===== src/rtl/digit_row_if.sv =====
`default_nettype none
// ============================================================================
// Module      : digit_row_if
// Description : Raster/glyph bundle between the VGA timing generator, the
//               digit_row renderer and the colour mux.
//               master : drives hcount, vcount, digits; receives pixel_on,
//                        in_field.
//               slave  : the renderer (digit_row).
//               hcount/vcount : raster x/y, COORD_W bits each.
//               digits        : 4*NUM_DIGITS glyph codes, digit 0 in [3:0].
//               pixel_on      : glyph pixel lit (registered in the renderer).
//               in_field      : raster inside the glyph field (registered).
// Revision    : 1.0 - initial release
// ============================================================================
interface digit_row_if #(
  parameter int NUM_DIGITS = 4,
  parameter int COORD_W    = 10
);
  logic [COORD_W-1:0]      hcount;
  logic [COORD_W-1:0]      vcount;
  logic [4*NUM_DIGITS-1:0] digits;
  logic                    pixel_on;
  logic                    in_field;

  modport master (
    output hcount, vcount, digits,
    input  pixel_on, in_field
  );

  modport slave (
    input  hcount, vcount, digits,
    output pixel_on, in_field
  );
endinterface
`default_nettype wire


===== src/rtl/digit_row.sv =====
`default_nettype none
// ============================================================================
// Module      : digit_row
// Description : Renders a row of NUM_DIGITS 3x5 block-font glyphs straight
//               from the raster position. Each font block is BLOCK_PX square,
//               each glyph is followed by one blank block column. Position
//               inside the field is tracked with counters (no division), and
//               the glyph codes are shadowed once per frame to avoid tearing.
//               Outputs lag hcount/vcount by two clocks.
//   clk       : pixel clock, one raster pixel per cycle
//   reset     : synchronous, active-high
//   bus       : digit_row_if.slave (hcount, vcount, digits in;
//               pixel_on, in_field out)
// Revision    : 1.0 - initial release
// ============================================================================
module digit_row #(
  parameter int NUM_DIGITS = 4,
  parameter int BLOCK_PX   = 8,
  parameter int X_ORIGIN   = 64,
  parameter int Y_ORIGIN   = 32,
  parameter int COORD_W    = 10
) (
  input  logic       clk,
  input  logic       reset,
  digit_row_if.slave bus
);

  localparam int c_fw     = NUM_DIGITS * 4 * BLOCK_PX;
  localparam int c_fh     = 5 * BLOCK_PX;
  localparam int c_sub_w  = (BLOCK_PX > 1) ? $clog2(BLOCK_PX) : 1;
  localparam int c_idx_w  = (NUM_DIGITS > 1) ? $clog2(NUM_DIGITS) : 1;
  localparam int c_cmp_w  = COORD_W + 1;

  // One extra bit so X_ORIGIN+FW may reach the top of the coordinate range.
  localparam logic [c_cmp_w-1:0] c_x_lo = c_cmp_w'(X_ORIGIN);
  localparam logic [c_cmp_w-1:0] c_x_hi = c_cmp_w'(X_ORIGIN + c_fw);
  localparam logic [c_cmp_w-1:0] c_y_lo = c_cmp_w'(Y_ORIGIN);
  localparam logic [c_cmp_w-1:0] c_y_hi = c_cmp_w'(Y_ORIGIN + c_fh);

  localparam logic [COORD_W-1:0] c_x_org   = COORD_W'(X_ORIGIN);
  localparam logic [COORD_W-1:0] c_y_org   = COORD_W'(Y_ORIGIN);
  localparam logic [c_sub_w-1:0] c_sub_max = c_sub_w'(BLOCK_PX - 1);
  localparam logic [c_idx_w-1:0] c_idx_max = c_idx_w'(NUM_DIGITS - 1);

  // 3x5 font, rows top to bottom, MSB of each row is the leftmost column.
  function automatic logic [2:0] font_row(input logic [3:0] code, input logic [2:0] row);
    logic [14:0] glyph;
    logic [2:0]  bits;
    case (code)
      4'd0:    glyph = 15'b111_101_101_101_111;
      4'd1:    glyph = 15'b010_110_010_010_111;
      4'd2:    glyph = 15'b111_001_111_100_111;
      4'd3:    glyph = 15'b111_001_111_001_111;
      4'd4:    glyph = 15'b101_101_111_001_001;
      4'd5:    glyph = 15'b111_100_111_001_111;
      4'd6:    glyph = 15'b111_100_111_101_111;
      4'd7:    glyph = 15'b111_001_001_001_001;
      4'd8:    glyph = 15'b111_101_111_101_111;
      4'd9:    glyph = 15'b111_101_111_001_111;
      4'd10:   glyph = 15'b000_010_000_010_000;
      default: glyph = 15'b000_000_000_000_000;
    endcase
    case (row)
      3'd0:    bits = glyph[14:12];
      3'd1:    bits = glyph[11:9];
      3'd2:    bits = glyph[8:6];
      3'd3:    bits = glyph[5:3];
      3'd4:    bits = glyph[2:0];
      default: bits = 3'b000;
    endcase
    return bits;
  endfunction

  // Raster decode
  logic w_h_in, w_v_in, w_line_start, w_y_top, w_frame_start;

  assign w_h_in        = ({1'b0, bus.hcount} >= c_x_lo) && ({1'b0, bus.hcount} < c_x_hi);
  assign w_v_in        = ({1'b0, bus.vcount} >= c_y_lo) && ({1'b0, bus.vcount} < c_y_hi);
  assign w_line_start  = (bus.hcount == c_x_org);
  assign w_y_top       = (bus.vcount == c_y_org);
  assign w_frame_start = (bus.hcount == '0) && (bus.vcount == '0);

  // State
  logic [4*NUM_DIGITS-1:0] shadow_q, shadow_d;
  logic [c_sub_w-1:0]      x_sub_q, x_sub_d;
  logic [1:0]              x_col_q, x_col_d;
  logic [c_idx_w-1:0]      d_idx_q, d_idx_d;
  logic [c_sub_w-1:0]      y_sub_q, y_sub_d;
  logic [2:0]              y_row_q, y_row_d;
  logic [c_idx_w-1:0]      d_idx_s1_q, d_idx_s1_d;
  logic [1:0]              x_col_s1_q, x_col_s1_d;
  logic [2:0]              y_row_s1_q, y_row_s1_d;
  logic                    fld_s1_q, fld_s1_d;
  logic                    pixel_on_q, pixel_on_d;
  logic                    in_field_q, in_field_d;

  // Position of the pixel currently on hcount/vcount. The counter flops hold
  // the position for the *next* pixel, so the clear at the field edge is
  // applied combinationally to give a valid position on that same pixel.
  logic [c_sub_w-1:0] w_cur_x_sub, w_cur_y_sub;
  logic [1:0]         w_cur_x_col;
  logic [c_idx_w-1:0] w_cur_d_idx;
  logic [2:0]         w_cur_y_row;

  always_comb begin
    shadow_d = shadow_q;
    if (w_frame_start) begin
      shadow_d = bus.digits;
    end
  end

  // Horizontal block/column/digit counters
  always_comb begin
    w_cur_x_sub = x_sub_q;
    w_cur_x_col = x_col_q;
    w_cur_d_idx = d_idx_q;
    if (w_line_start) begin
      w_cur_x_sub = '0;
      w_cur_x_col = '0;
      w_cur_d_idx = '0;
    end

    x_sub_d = w_cur_x_sub;
    x_col_d = w_cur_x_col;
    d_idx_d = w_cur_d_idx;
    if (w_h_in) begin
      if (w_cur_x_sub == c_sub_max) begin
        x_sub_d = '0;
        x_col_d = w_cur_x_col + 2'd1;
        if (w_cur_x_col == 2'd3) begin
          d_idx_d = (w_cur_d_idx == c_idx_max) ? '0 : w_cur_d_idx + 1'b1;
        end
      end else begin
        x_sub_d = w_cur_x_sub + 1'b1;
      end
    end
  end

  // Vertical counters advance once per line, at the field's left edge.
  always_comb begin
    w_cur_y_sub = y_sub_q;
    w_cur_y_row = y_row_q;
    if (w_line_start) begin
      if (w_y_top) begin
        w_cur_y_sub = '0;
        w_cur_y_row = '0;
      end else if (w_v_in) begin
        if (y_sub_q == c_sub_max) begin
          w_cur_y_sub = '0;
          w_cur_y_row = y_row_q + 3'd1;
        end else begin
          w_cur_y_sub = y_sub_q + 1'b1;
        end
      end
    end
    y_sub_d = w_cur_y_sub;
    y_row_d = w_cur_y_row;
  end

  // Stage 1: capture position; stage 2: font lookup
  logic [3:0] w_code;
  logic [2:0] w_glyph_row;
  logic       w_font_bit;

  always_comb begin
    d_idx_s1_d = w_cur_d_idx;
    x_col_s1_d = w_cur_x_col;
    y_row_s1_d = w_cur_y_row;
    fld_s1_d   = w_h_in && w_v_in;

    w_code      = shadow_q[{d_idx_s1_q, 2'b00} +: 4];
    w_glyph_row = font_row(w_code, y_row_s1_q);
    case (x_col_s1_q)
      2'd0:    w_font_bit = w_glyph_row[2];
      2'd1:    w_font_bit = w_glyph_row[1];
      2'd2:    w_font_bit = w_glyph_row[0];
      default: w_font_bit = 1'b0;  // gap column
    endcase

    pixel_on_d = fld_s1_q && w_font_bit;
    in_field_d = fld_s1_q;
  end

  always_ff @(posedge clk) begin
    if (reset) begin
      shadow_q   <= '1;
      x_sub_q    <= '0;
      x_col_q    <= '0;
      d_idx_q    <= '0;
      y_sub_q    <= '0;
      y_row_q    <= '0;
      d_idx_s1_q <= '0;
      x_col_s1_q <= '0;
      y_row_s1_q <= '0;
      fld_s1_q   <= 1'b0;
      pixel_on_q <= 1'b0;
      in_field_q <= 1'b0;
    end else begin
      shadow_q   <= shadow_d;
      x_sub_q    <= x_sub_d;
      x_col_q    <= x_col_d;
      d_idx_q    <= d_idx_d;
      y_sub_q    <= y_sub_d;
      y_row_q    <= y_row_d;
      d_idx_s1_q <= d_idx_s1_d;
      x_col_s1_q <= x_col_s1_d;
      y_row_s1_q <= y_row_s1_d;
      fld_s1_q   <= fld_s1_d;
      pixel_on_q <= pixel_on_d;
      in_field_q <= in_field_d;
    end
  end

  assign bus.pixel_on = pixel_on_q;
  assign bus.in_field = in_field_q;

endmodule
`default_nettype wire


===== src/flat_wrapper.sv =====
// flat-port wrapper written by rule: the top's interface ports become plain ports
module digit_row_flat 
#(
  parameter int NUM_DIGITS = 4,
  parameter int BLOCK_PX   = 8,
  parameter int X_ORIGIN   = 64,
  parameter int Y_ORIGIN   = 32,
  parameter int COORD_W    = 10
)
  (clk, reset, bus_hcount, bus_vcount, bus_digits, bus_pixel_on, bus_in_field);
  digit_row_if #(.NUM_DIGITS(NUM_DIGITS), .COORD_W(COORD_W)) bus_i ();
  input  logic clk;
  input  logic reset;
  input wire logic [$bits(bus_i.hcount)-1:0] bus_hcount;
  input wire logic [$bits(bus_i.vcount)-1:0] bus_vcount;
  input wire logic [$bits(bus_i.digits)-1:0] bus_digits;
  output wire logic [$bits(bus_i.pixel_on)-1:0] bus_pixel_on;
  output wire logic [$bits(bus_i.in_field)-1:0] bus_in_field;
  assign bus_i.hcount = bus_hcount;
  assign bus_i.vcount = bus_vcount;
  assign bus_i.digits = bus_digits;
  assign bus_pixel_on = bus_i.pixel_on;
  assign bus_in_field = bus_i.in_field;
  digit_row #(.NUM_DIGITS(NUM_DIGITS), .BLOCK_PX(BLOCK_PX), .X_ORIGIN(X_ORIGIN), .Y_ORIGIN(Y_ORIGIN), .COORD_W(COORD_W)) u_core (.clk(clk), .reset(reset), .bus(bus_i));
endmodule

===== config.mk =====
export PLATFORM = sky130hd
export DESIGN_NAME = digit_row_flat
export DESIGN_NICKNAME = d
export VERILOG_FILES = /design/src/rtl/digit_row_if.sv /design/src/rtl/digit_row.sv /design/src/flat_wrapper.sv
export SDC_FILE = /design/constraint.sdc
export NUM_CORES = 1
export LEC_CHECK = 0
export BUFFER_PORTS_ARGS = -buffer_cell sky130_fd_sc_hd__clkbuf_2
export CORE_MARGIN = 3
export CORE_UTILIZATION = 59
export DETAILED_ROUTE_END_ITERATION = 7
export GPL_TIMING_DRIVEN = 0
export PLACE_DENSITY = 0.84
export SLEW_MARGIN = 10
export SYNTH_ARGS = -nofsm -noshare
export SYNTH_HDL_FRONTEND = slang
export SYNTH_SLANG_ARGS = --single-unit

===== constraint.sdc =====
create_clock -name clk -period 5.16 [get_ports clk]
set_input_delay 0 -clock clk [delete_from_list [all_inputs] [get_ports clk]]
set_output_delay 0 -clock clk [all_outputs]
set_load 0.1 [all_outputs]

# Word-level counts from Yosys, hierarchy flattened
# Memories as Yosys holds them, arrays and structs flattened.
# Cells that the tools add are included.
[op_classes]
add_sub_neg = 5
order_cmp = 4
n_eq_ne = 12
shift = 1
mux = 19
reduce_logical = 13
[op_table]
columns = ["operator", "n"]
rows = [
  ["$mux W3", 9],
  ["$logic_not A10 Y1", 2],
  ["$mux W2", 8],
  ["$shiftx A16 B5 Y4", 1],
  ["$pmux W3 S5", 1],
  ["$eq A10 B6 Y1 const B", 1],
  ["$eq A10 B7 Y1 const B", 1],
  ["$ge A10 B6 Y1 const B", 1],
  ["$ge A10 B7 Y1 const B", 1],
  ["$lt A10 B7 Y1 const B", 1],
  ["$lt A10 B8 Y1 const B", 1],
  ["$add A3 B1 Y3 const B", 3],
  ["$eq A3 B3 Y1 const B", 3],
  ["$eq A2 B2 Y1 const B", 3],
  ["$eq A3 B2 Y1 const B", 2],
  ["$logic_and A1 B1 Y1", 5],
  ["$add A2 B1 Y2 const B", 2],
  ["$reduce_bool A2 Y1", 2],
  ["$eq A3 B1 Y1 const B", 1],
  ["$logic_not A3 Y1", 1],
  ["$pmux W1 S3", 1],
  ["$reduce_and A3 Y1", 1],
  ["$eq A2 B1 Y1 const B", 1],
  ["$logic_not A2 Y1", 1],
  ["$reduce_and A2 Y1", 1],
]
[totals]
ff_bits = 36
romBits = 240
input_bits = 38
output_inout_bits = 2
memories = 1
[mem_list]
columns = ["memory", "depth", "width", "read_ports", "rd_clocked_by_memory_dff", "wr", "line", "text"]
rows = [
  ["(no name shown)", 16, 15, 1, 0, 0, "digit_row.sv:49", "case (code)"],
]

# Logic depth before layout (Yosys ltp)
# Gate-level depths: netlist (run 1).
[logic_depth]
depth_word = 7
ltp_mapped = 10
ltp_nobuf = 9

# Least setup slack after synthesis (run 1)
# OpenSTA, ideal clock, no wires.
[synth_path]
path_kind = "flip-flop to flip-flop"
from = "reg u_core.d_idx_s1_q[0]"
to = "reg u_core.pixel_on_q (netlist: u_core.bus.pixel_on)"
setup_time_ps = 122
t_arrival_ps = 2002
t_required_ps = 5038
setup_slack_ps = 3036
stages_incl_launch_ff = 11
n_path_buf = 1
cell_sequence = "dfxtp_1 buf_6 mux4_1 inv_1 ha_1 nand2_1 o21ai_0 a2bb2oi_1 o21ai_0 o21ai_0 o22ai_1"
[synth_via]
elab_chain_cells = 5
[synth_lines]
columns = ["item", "line", "text"]
rows = [
  ["start, declared", "digit_row.sv:90", "logic [c_idx_w-1:0] d_idx_s1_q, d_idx_s1_d;"],
  ["start signal, assigned", "digit_row.sv:205", "d_idx_s1_q <= d_idx_s1_d;"],
  ["$shiftx A16 B5 Y4", "digit_row.sv:171", "w_code = shadow_q[{d_idx_s1_q, 2'b00} +: 4];"],
  ["$mem_v2 Z16 W15", "--", ""],
  ["$pmux W3 S5", "digit_row.sv:63", "case (row)"],
  ["$pmux W1 S3", "digit_row.sv:173", "case (x_col_s1_q)"],
  ["$logic_and A1 B1 Y1", "digit_row.sv:180", "pixel_on_d = fld_s1_q && w_font_bit;"],
  ["end signal, assigned", "digit_row.sv:209", "pixel_on_q <= pixel_on_d;"],
  ["end, declared", "digit_row.sv:94", "logic pixel_on_q, pixel_on_d;"],
]
# No other way between the ends.
# A chain may end at the register's enable or synchronous reset.

# Final worst setup path (run 1)
# Ends and elaborated chain as after synthesis.

==> out/metrics.cfg, run 1 <==
[floorplan]
ios=40
die_area_mm2=0.00421
start_util=0.644
die_y_um=64.9
die_w_um=64.9
rows=20
core_area_mm2=0.00318

[setup_path]
slowest_delay_ps=690
cp_data_required_time_ps=5400
cp.arrival_ps=2640
r2r_slack_ps=2760
crit_chain=buf_6, mux4_1, inv_1, ha_1, nand2_1, o21ai_0, a2bb2oi_1, o21ai_0, o21ai_0, o22ai_1
cp-end-kind=flip-flop
reg2reg_to=u_core.bus.pixel_on
cp_top_family=multiplexers
slowest_stage=mux4_1
crit_type=flip-flop to flip-flop
reg2reg_depth=10
crit_start=u_core.d_idx_s1_q[0]
crit_fanout=6
worst_path_most_repeated_cell=o21ai_0
worstSetupPathDepth=10
rr_startpoint=u_core.d_idx_s1_q[0]
worstSetupStartpointType=flip-flop
cp_num_buf_inv=2
endpoint=u_core.bus.pixel_on

[routing]
wl_mm=4.90
avgRoutedWirePerCell_um=14.9
drtAntennaViolNets=0
via_count=1836
drt_iter0_drc=138
drcViolationCount=0
first_pass_iters=6
via_per_inst=5.58

[global_route]
grt_pass1_vias=1864
use_met1=0.283
grt_pass1_wl_mm=8.16
grt_max_degree=12
met3_usage=0.0520
grt.overflow.total=0
busiest_layer=met2
grt_usage=0.257
antenna_found_initial=0
grt_util_met2=0.470

[sta]
fin_tns_setup_ps=0
period_share=0.465
slew_viol_final=0
setup_viol=0
period_needed_ps=2400
rsz0062_at_grt=no
max_clock_freq_ghz=0.417
tightest_slew_ps=755
clock_skew_ps=3.95
hold_viol=0
slew_headroom=0.493

[logic_synthesis]
synth-edff-count=0
syn_avg_cell_area_um2=9.35
seq_area_frac_synth=0.352
synthFlopType=dfxtp_1
syn-num-nets=273
synth_top_area_cell=dfxtp_1
yosysWarnings=0
syn-instance-count=219
synth_top_area_share=0.352
synth_cell_types=46
async_flop_share=0
yosys-top-cells-area=dfxtp_1 35%, ha_1 9.8%, a211o_1 6.8%
ys_ff_latch=36
syn_area_mm2=0.00205

[min_path]
hp-class=input pin to flip-flop
hp-start=bus_hcount[9]
holdPathStages=3

[placement]
dp.final_hpwl_mm=3.30
gp_congestion=0.786
place_inst=302
placed_area_mm2=0.00230
portBuffers=39

[finish]
final_cells=329
post-route-cell-area_mm2=0.00256
areaGrowthSynthToFinish_pct=25.2
drive_gt1_frac=0.207
diodes=0
nNetsFinal=338
fin_util=0.807

[clocking]
cts.reportedPaths.clkPinSlew_ps=110
cts_buffer_depth=2
htree_levels=2
cts_setup_buffers=0
root_buffer=clkbuf_4
clk_latency_ps=350
cts_tree=built
clock-sinks=36
cts_buffers=5

[power_and_ir_drop]
power_density_mw_per_mm2=202
fin_total_pwr_mw=0.518
leakage_nw=1.02
ir_drop_mv=0.189

[job]
cap_violations=0

[run_status]
status=finished clean

per-layer routing:
metal	vias to the layer above	share of wire
met5	-	0
met4	0	0.020
met3	12	0.030
met2	33	0.53
met1	868	0.42
li1	923	-
per-stage QoR:
step                setup slack, ps  hold slack (ps)
global placement               2840              201
floorplan                      3040             83.4
CTS                            2770             9.65
detailed placement             2800              207
global route                   2630             32.3
finish                         2760             19.2
tightest hold or removal path, stage by stage:
cell      delay [ps]
clkbuf_2         100
or3_1            170
nor3_1            60
layout make-up:
class | count | area, um2
clock inverters | 2 | 35.0
well taps | 44 | 55.1
clock buffers | 6 | 41.3
fillers | 231 | 614
flip-flops and latches | 36 | 721
inverters | 5 | 18.8
repair buffers | 58 | 385
multi-input cells | 168 | 1250
plain buffers | 10 | 56.3
logic make-up after synthesis:
family | synth area share
AOI/OAI and AO/OA | 0.163
xor gates and xnor gates | 0.0214
adders and majority gates | 0.0978
buffers and inverters | 0.0367
DFF | 0.352
muxes | 0.0758
and+or+nand+nor | 0.254
cell usage in the layout, fill, tap and decap left out, types with 2 or more instances in the layout:
cell | Yosys | final
mux2_2 | 2 | 2
nor2b_1 | 22 | 22
and2_1 | 10 | 10
mux4_1 | 2 | 2
nor3_1 | 4 | 4
ha_1 | 16 | 16
mux2i_1 | 2 | 2
clkbuf_1 | 5 | 6
a21oi_1 | 11 | 11
dlygate4sd3_1 | 0 | 19
dfxtp_1 | 36 | 36
mux4_2 | 2 | 2
nor2_1 | 11 | 11
a211o_1 | 16 | 16
a211oi_1 | 2 | 2
nand2b_1 | 2 | 2
and2b_1 | 2 | 2
clkbuf_2 | 0 | 39
nand3_1 | 4 | 4
o21ai_0 | 8 | 8
buf_6 | 2 | 2
buf_2 | 3 | 3
nand4_1 | 4 | 4
nand3b_1 | 2 | 2
xnor2_1 | 4 | 4
nand2_1 | 18 | 18
clkbuf_4 | 0 | 5
o22ai_1 | 2 | 2
inv_1 | 5 | 5
nor4_1 | 3 | 3
power by group:
part           switching, mW  internal [mW]  total, mW
Clock                 0.0971          0.102      0.199
Combinational         0.0178         0.0232     0.0410
Sequential          0.000117          0.278      0.279
Total                  0.115          0.403      0.518
flip-flops by register name, indices dropped and copies added, names as in the netlist, 2 cells and up:
signal / flops
u_core.d_idx_q: 2
u_core.d_idx_s1_q: 2
u_core.shadow_q: 16
u_core.x_col_q: 2
u_core.x_col_s1_q: 2
u_core.x_sub_q: 3
u_core.y_row_q: 3
u_core.y_sub_q: 3
cells in the mapped netlist (all sizes together) (5+ instances only):
cell type  number
clkbuf          5
nor2           11
o21ai           8
dfxtp          36
nand2          18
buf             5
ha             16
nor2b          22
a211o          16
nor3            5
inv             5
and2           10
a21oi          11
what timing repair did:
| action | CTS | global route |
|---|---|---|
| endpoints found under the hold margin | 18 | 0 |
| hold buffers | 19 | 0 |
| gates resized for setup | 0 | 0 |
how the worst min path moves through the flow:
stage	slack [ps]	to
final	20	u_core.fld_s1_q
after global routing	30	u_core.fld_s1_q
after CTS	10	u_core.fld_s1_q
after detailed placement	210	u_core.shadow_q[9]
after global placement	200	u_core.shadow_q[4]
after floorplan	80	u_core.bus.in_field
Power figures use the tool's default switching activity.
==> run 2, diff against run 1 <==
Settings changed: ABC_AREA from default to 1, CORE_UTILIZATION 59 to 50, PLACE_DENSITY 0.84 to 0.76.
Clock period 5.16 ns to 2.05 ns, I/O delays scaled along.
==> out/metrics.cfg, run 2 <==
[logic_synthesis]
synthTopCellsByCount=92 x nand2_1, 36 x dfxtp_1, 35 x nand3_1
synth_simple_gate_area_frac=0.398  ; +0.144
syn-instance-count=303  ; +38%
syn-num-nets=357  ; +31%
syn_avg_cell_area_um2=7.02  ; -25%
syn_area_mm2=0.00213  ; +3.9%
synthMuxAreaShare=0  ; -0.0758
synth_compound_area_frac=0.0777  ; -0.0849
yosys-top-cells-area=dfxtp_1 34%, nand2_1 16%, ha_1 9.4%
synth-edff-count=0  ; unchanged
synth.most_common_cell=nand2_1
synth_cell_types=32  ; -30%
synthFlopType=dfxtp_1
seq_area_frac_synth=0.339  ; -0.0131
synth_top_area_share=0.339  ; -0.0131
yosysWarnings=0  ; unchanged
synth_top_family_by_area=simple AND/OR/NAND/NOR gates
synth-xor-area-share=0.00412  ; -0.0173
async_flop_share=0  ; unchanged
ys_ff_latch=36  ; unchanged
synth_top_area_cell=dfxtp_1
synth-adder-area-share=0.0942  ; -0.00363

[setup_path]
cp-end-kind=flip-flop
slowest_stage=dfxtp_2
crit_chain=buf_6, nand2_2, a32oi_2, inv_2, buf_4, ha_1, nand2_1, nand2_1, nand2_1, nand2_1, inv_1, nand3_2, nand2_2, nand3_2, nand2_1, inv_1
reg2reg_depth=16  ; +6
cp.arrival_ps=2120  ; -520 ps
crit_fanout=5  ; -1
worstSetupStartpointType=flip-flop
cp_data_required_time_ps=2230  ; -3170 ps
worst_path_most_repeated_cell=nand2_1
crit_type=flip-flop to flip-flop
slowest_delay_ps=340  ; -350 ps

[clocking]
clock-sinks=36  ; unchanged
clk_latency_ps=290  ; -60 ps
cts_buffer_depth=2  ; unchanged
root_buffer=clkbuf_8
htree_levels=2  ; unchanged
cts_tree=built
cts.reportedPaths.clkPinSlew_ps=70  ; -40 ps
cts_buffers=5  ; unchanged

[run_status]
status=finished clean

[sta]
hold_viol=0  ; unchanged
fin_tns_setup_ps=0  ; unchanged
slew_headroom=0.643  ; +0.150
setup_viol=0  ; unchanged
slew_viol_final=0  ; unchanged
period_needed_ps=1930  ; -462 ps
clock_skew_ps=7.65  ; +3.70 ps
max_clock_freq_ghz=0.517  ; +24%
tightest_slew_ps=538  ; -217 ps
period_share=0.944  ; +0.479
rsz0062_at_grt=yes

[power_and_ir_drop]
leakage_nw=1.51  ; +48%
fin_total_pwr_mw=1.48  ; +190%
power_density_mw_per_mm2=524  ; +160%
ir_drop_mv=0.334  ; +76%

[placement]
gp_congestion=0.795  ; +1.2%
dp.final_hpwl_mm=3.32  ; +0.49%
portBuffers=38  ; -2.6%

[finish]
fin_util=0.695  ; -0.111
largest_reg_flops=16  ; unchanged
nNetsFinal=427  ; +26%
largest-register=u_core.shadow_q
layout_common_cells=88 x nand2_1, 38 x clkbuf_2, 34 x dfxtp_1, 28 x nand3_1, 25 x inv_1
drive_gt1_frac=0.289  ; +0.0818
final_common_cell=nand2_1
diodes=0  ; unchanged
areaGrowthSynthToFinish_pct=32.7

[global_route]
antenna_found_initial=0  ; unchanged
grt_usage=0.196  ; -0.0604
grt_max_degree=12  ; unchanged
grt.overflow.total=0  ; unchanged
grt_pass1_wl_mm=8.09  ; -0.85%
grt_pass1_vias=1984  ; +6.4%

[job]
cap_violations=0  ; unchanged

[floorplan]
die_area_mm2=0.00507  ; +20%
core_area_mm2=0.00406  ; +28%
rows=23  ; +15%
start_util=0.524  ; -0.120
die_y_um=71.2  ; +9.7%
die_w_um=71.2  ; +9.7%
ios=40  ; unchanged

[routing]
drt_iter0_drc=107  ; -22%
via_count=2136  ; +16%
wl_mm=4.92  ; +0.35%
avgRoutedWirePerCell_um=11.6  ; -22%
via_per_inst=5.04  ; -9.7%
drtAntennaViolNets=0  ; unchanged
first_pass_iters=4  ; -2
drcViolationCount=0  ; unchanged

[min_path]
hp-class=input pin to flip-flop
holdPathStages=2  ; -1

[run 2: worst max-delay path: cells and delay by family, from the launching register on]
kind | cells | cell delay (ps)
compound gates | 1 | 250
buf+inv | 5 | 470
fa+ha+maj | 1 | 200
simple gates | 9 | 560
flops | 1 | 340
[run 2: cell type report]
| type | count | area [um2] |
|---|---|---|
| plain buffers | 6 | 33.8 |
| repair buffers | 63 | 415 |
| clock buffers | 7 | 96.3 |
| fillers | 352 | 1240 |
| well taps | 50 | 62.6 |
| inverters | 39 | 159 |
| flip-flops and latches | 36 | 723 |
| multi-input cells | 222 | 1300 |
| clock inverters | 1 | 30.0 |
[run 2: report_power, final]
part / switching, mW / total (mW) / internal [mW]
Sequential: 0.000404 / 0.701 / 0.701
Combinational: 0.0452 / 0.0994 / 0.0542
Clock: 0.250 / 0.679 / 0.429
[run 2: stage by stage]
step                      setup slack [ps]  area [um2]  hold slack (ps)  instances
after floorplan                       96.0        2130              113        303
after global placement                -120        2380              199        391
after detailed placement              -151        2380              204        391
after CTS                             17.4        2680             78.1        416
after global routing                 -35.6        2820              130        424
final                                  115        2820             83.7        424
[run 2: cell families after synthesis]
| kind of cell | Yosys count |
|---|---|
| buffers and inverters | 45 |
| AO/OA/AOI/OAI | 28 |
| flip-flops | 36 |
| XOR/XNOR | 1 |
| adder cells (fa/ha/maj) | 16 |
| AND/OR/NAND/NOR | 177 |
[run 2: final timing paths]
check | startpoint | to | slack (ps)
worst max-delay path | u_core.d_idx_s1_q[0] | u_core.bus.pixel_on | 120
worst min-delay path | reset | u_core.x_col_s1_q[1] | 80
worst max register to register | u_core.d_idx_s1_q[0] | u_core.bus.pixel_on | 120
worst min register to register | u_core.fld_s1_q | u_core.bus.in_field | 430
[run 2: routing by layer]
metal | share of wire | vias to the layer above | global-route usage | wire length (um)
met5 | 0 | - | 0 | 0
met4 | 0.026 | 0 | 0.0772 | 127
met3 | 0.052 | 12 | 0.0398 | 255
met2 | 0.50 | 67 | 0.343 | 2480
met1 | 0.42 | 956 | 0.233 | 2060
li1 | - | 1101 | - | -
[run 2: what timing repair did]
item / in CTS / in global routing
hold buffers: 16 / 0
pin swaps: 1 / 8
cloned: 0 / 1
setup endpoints to repair: 1 / 1
buffers inserted: 1 / 8
resized for setup: 2 / 21
endpoints found under the hold margin: 16 / 0
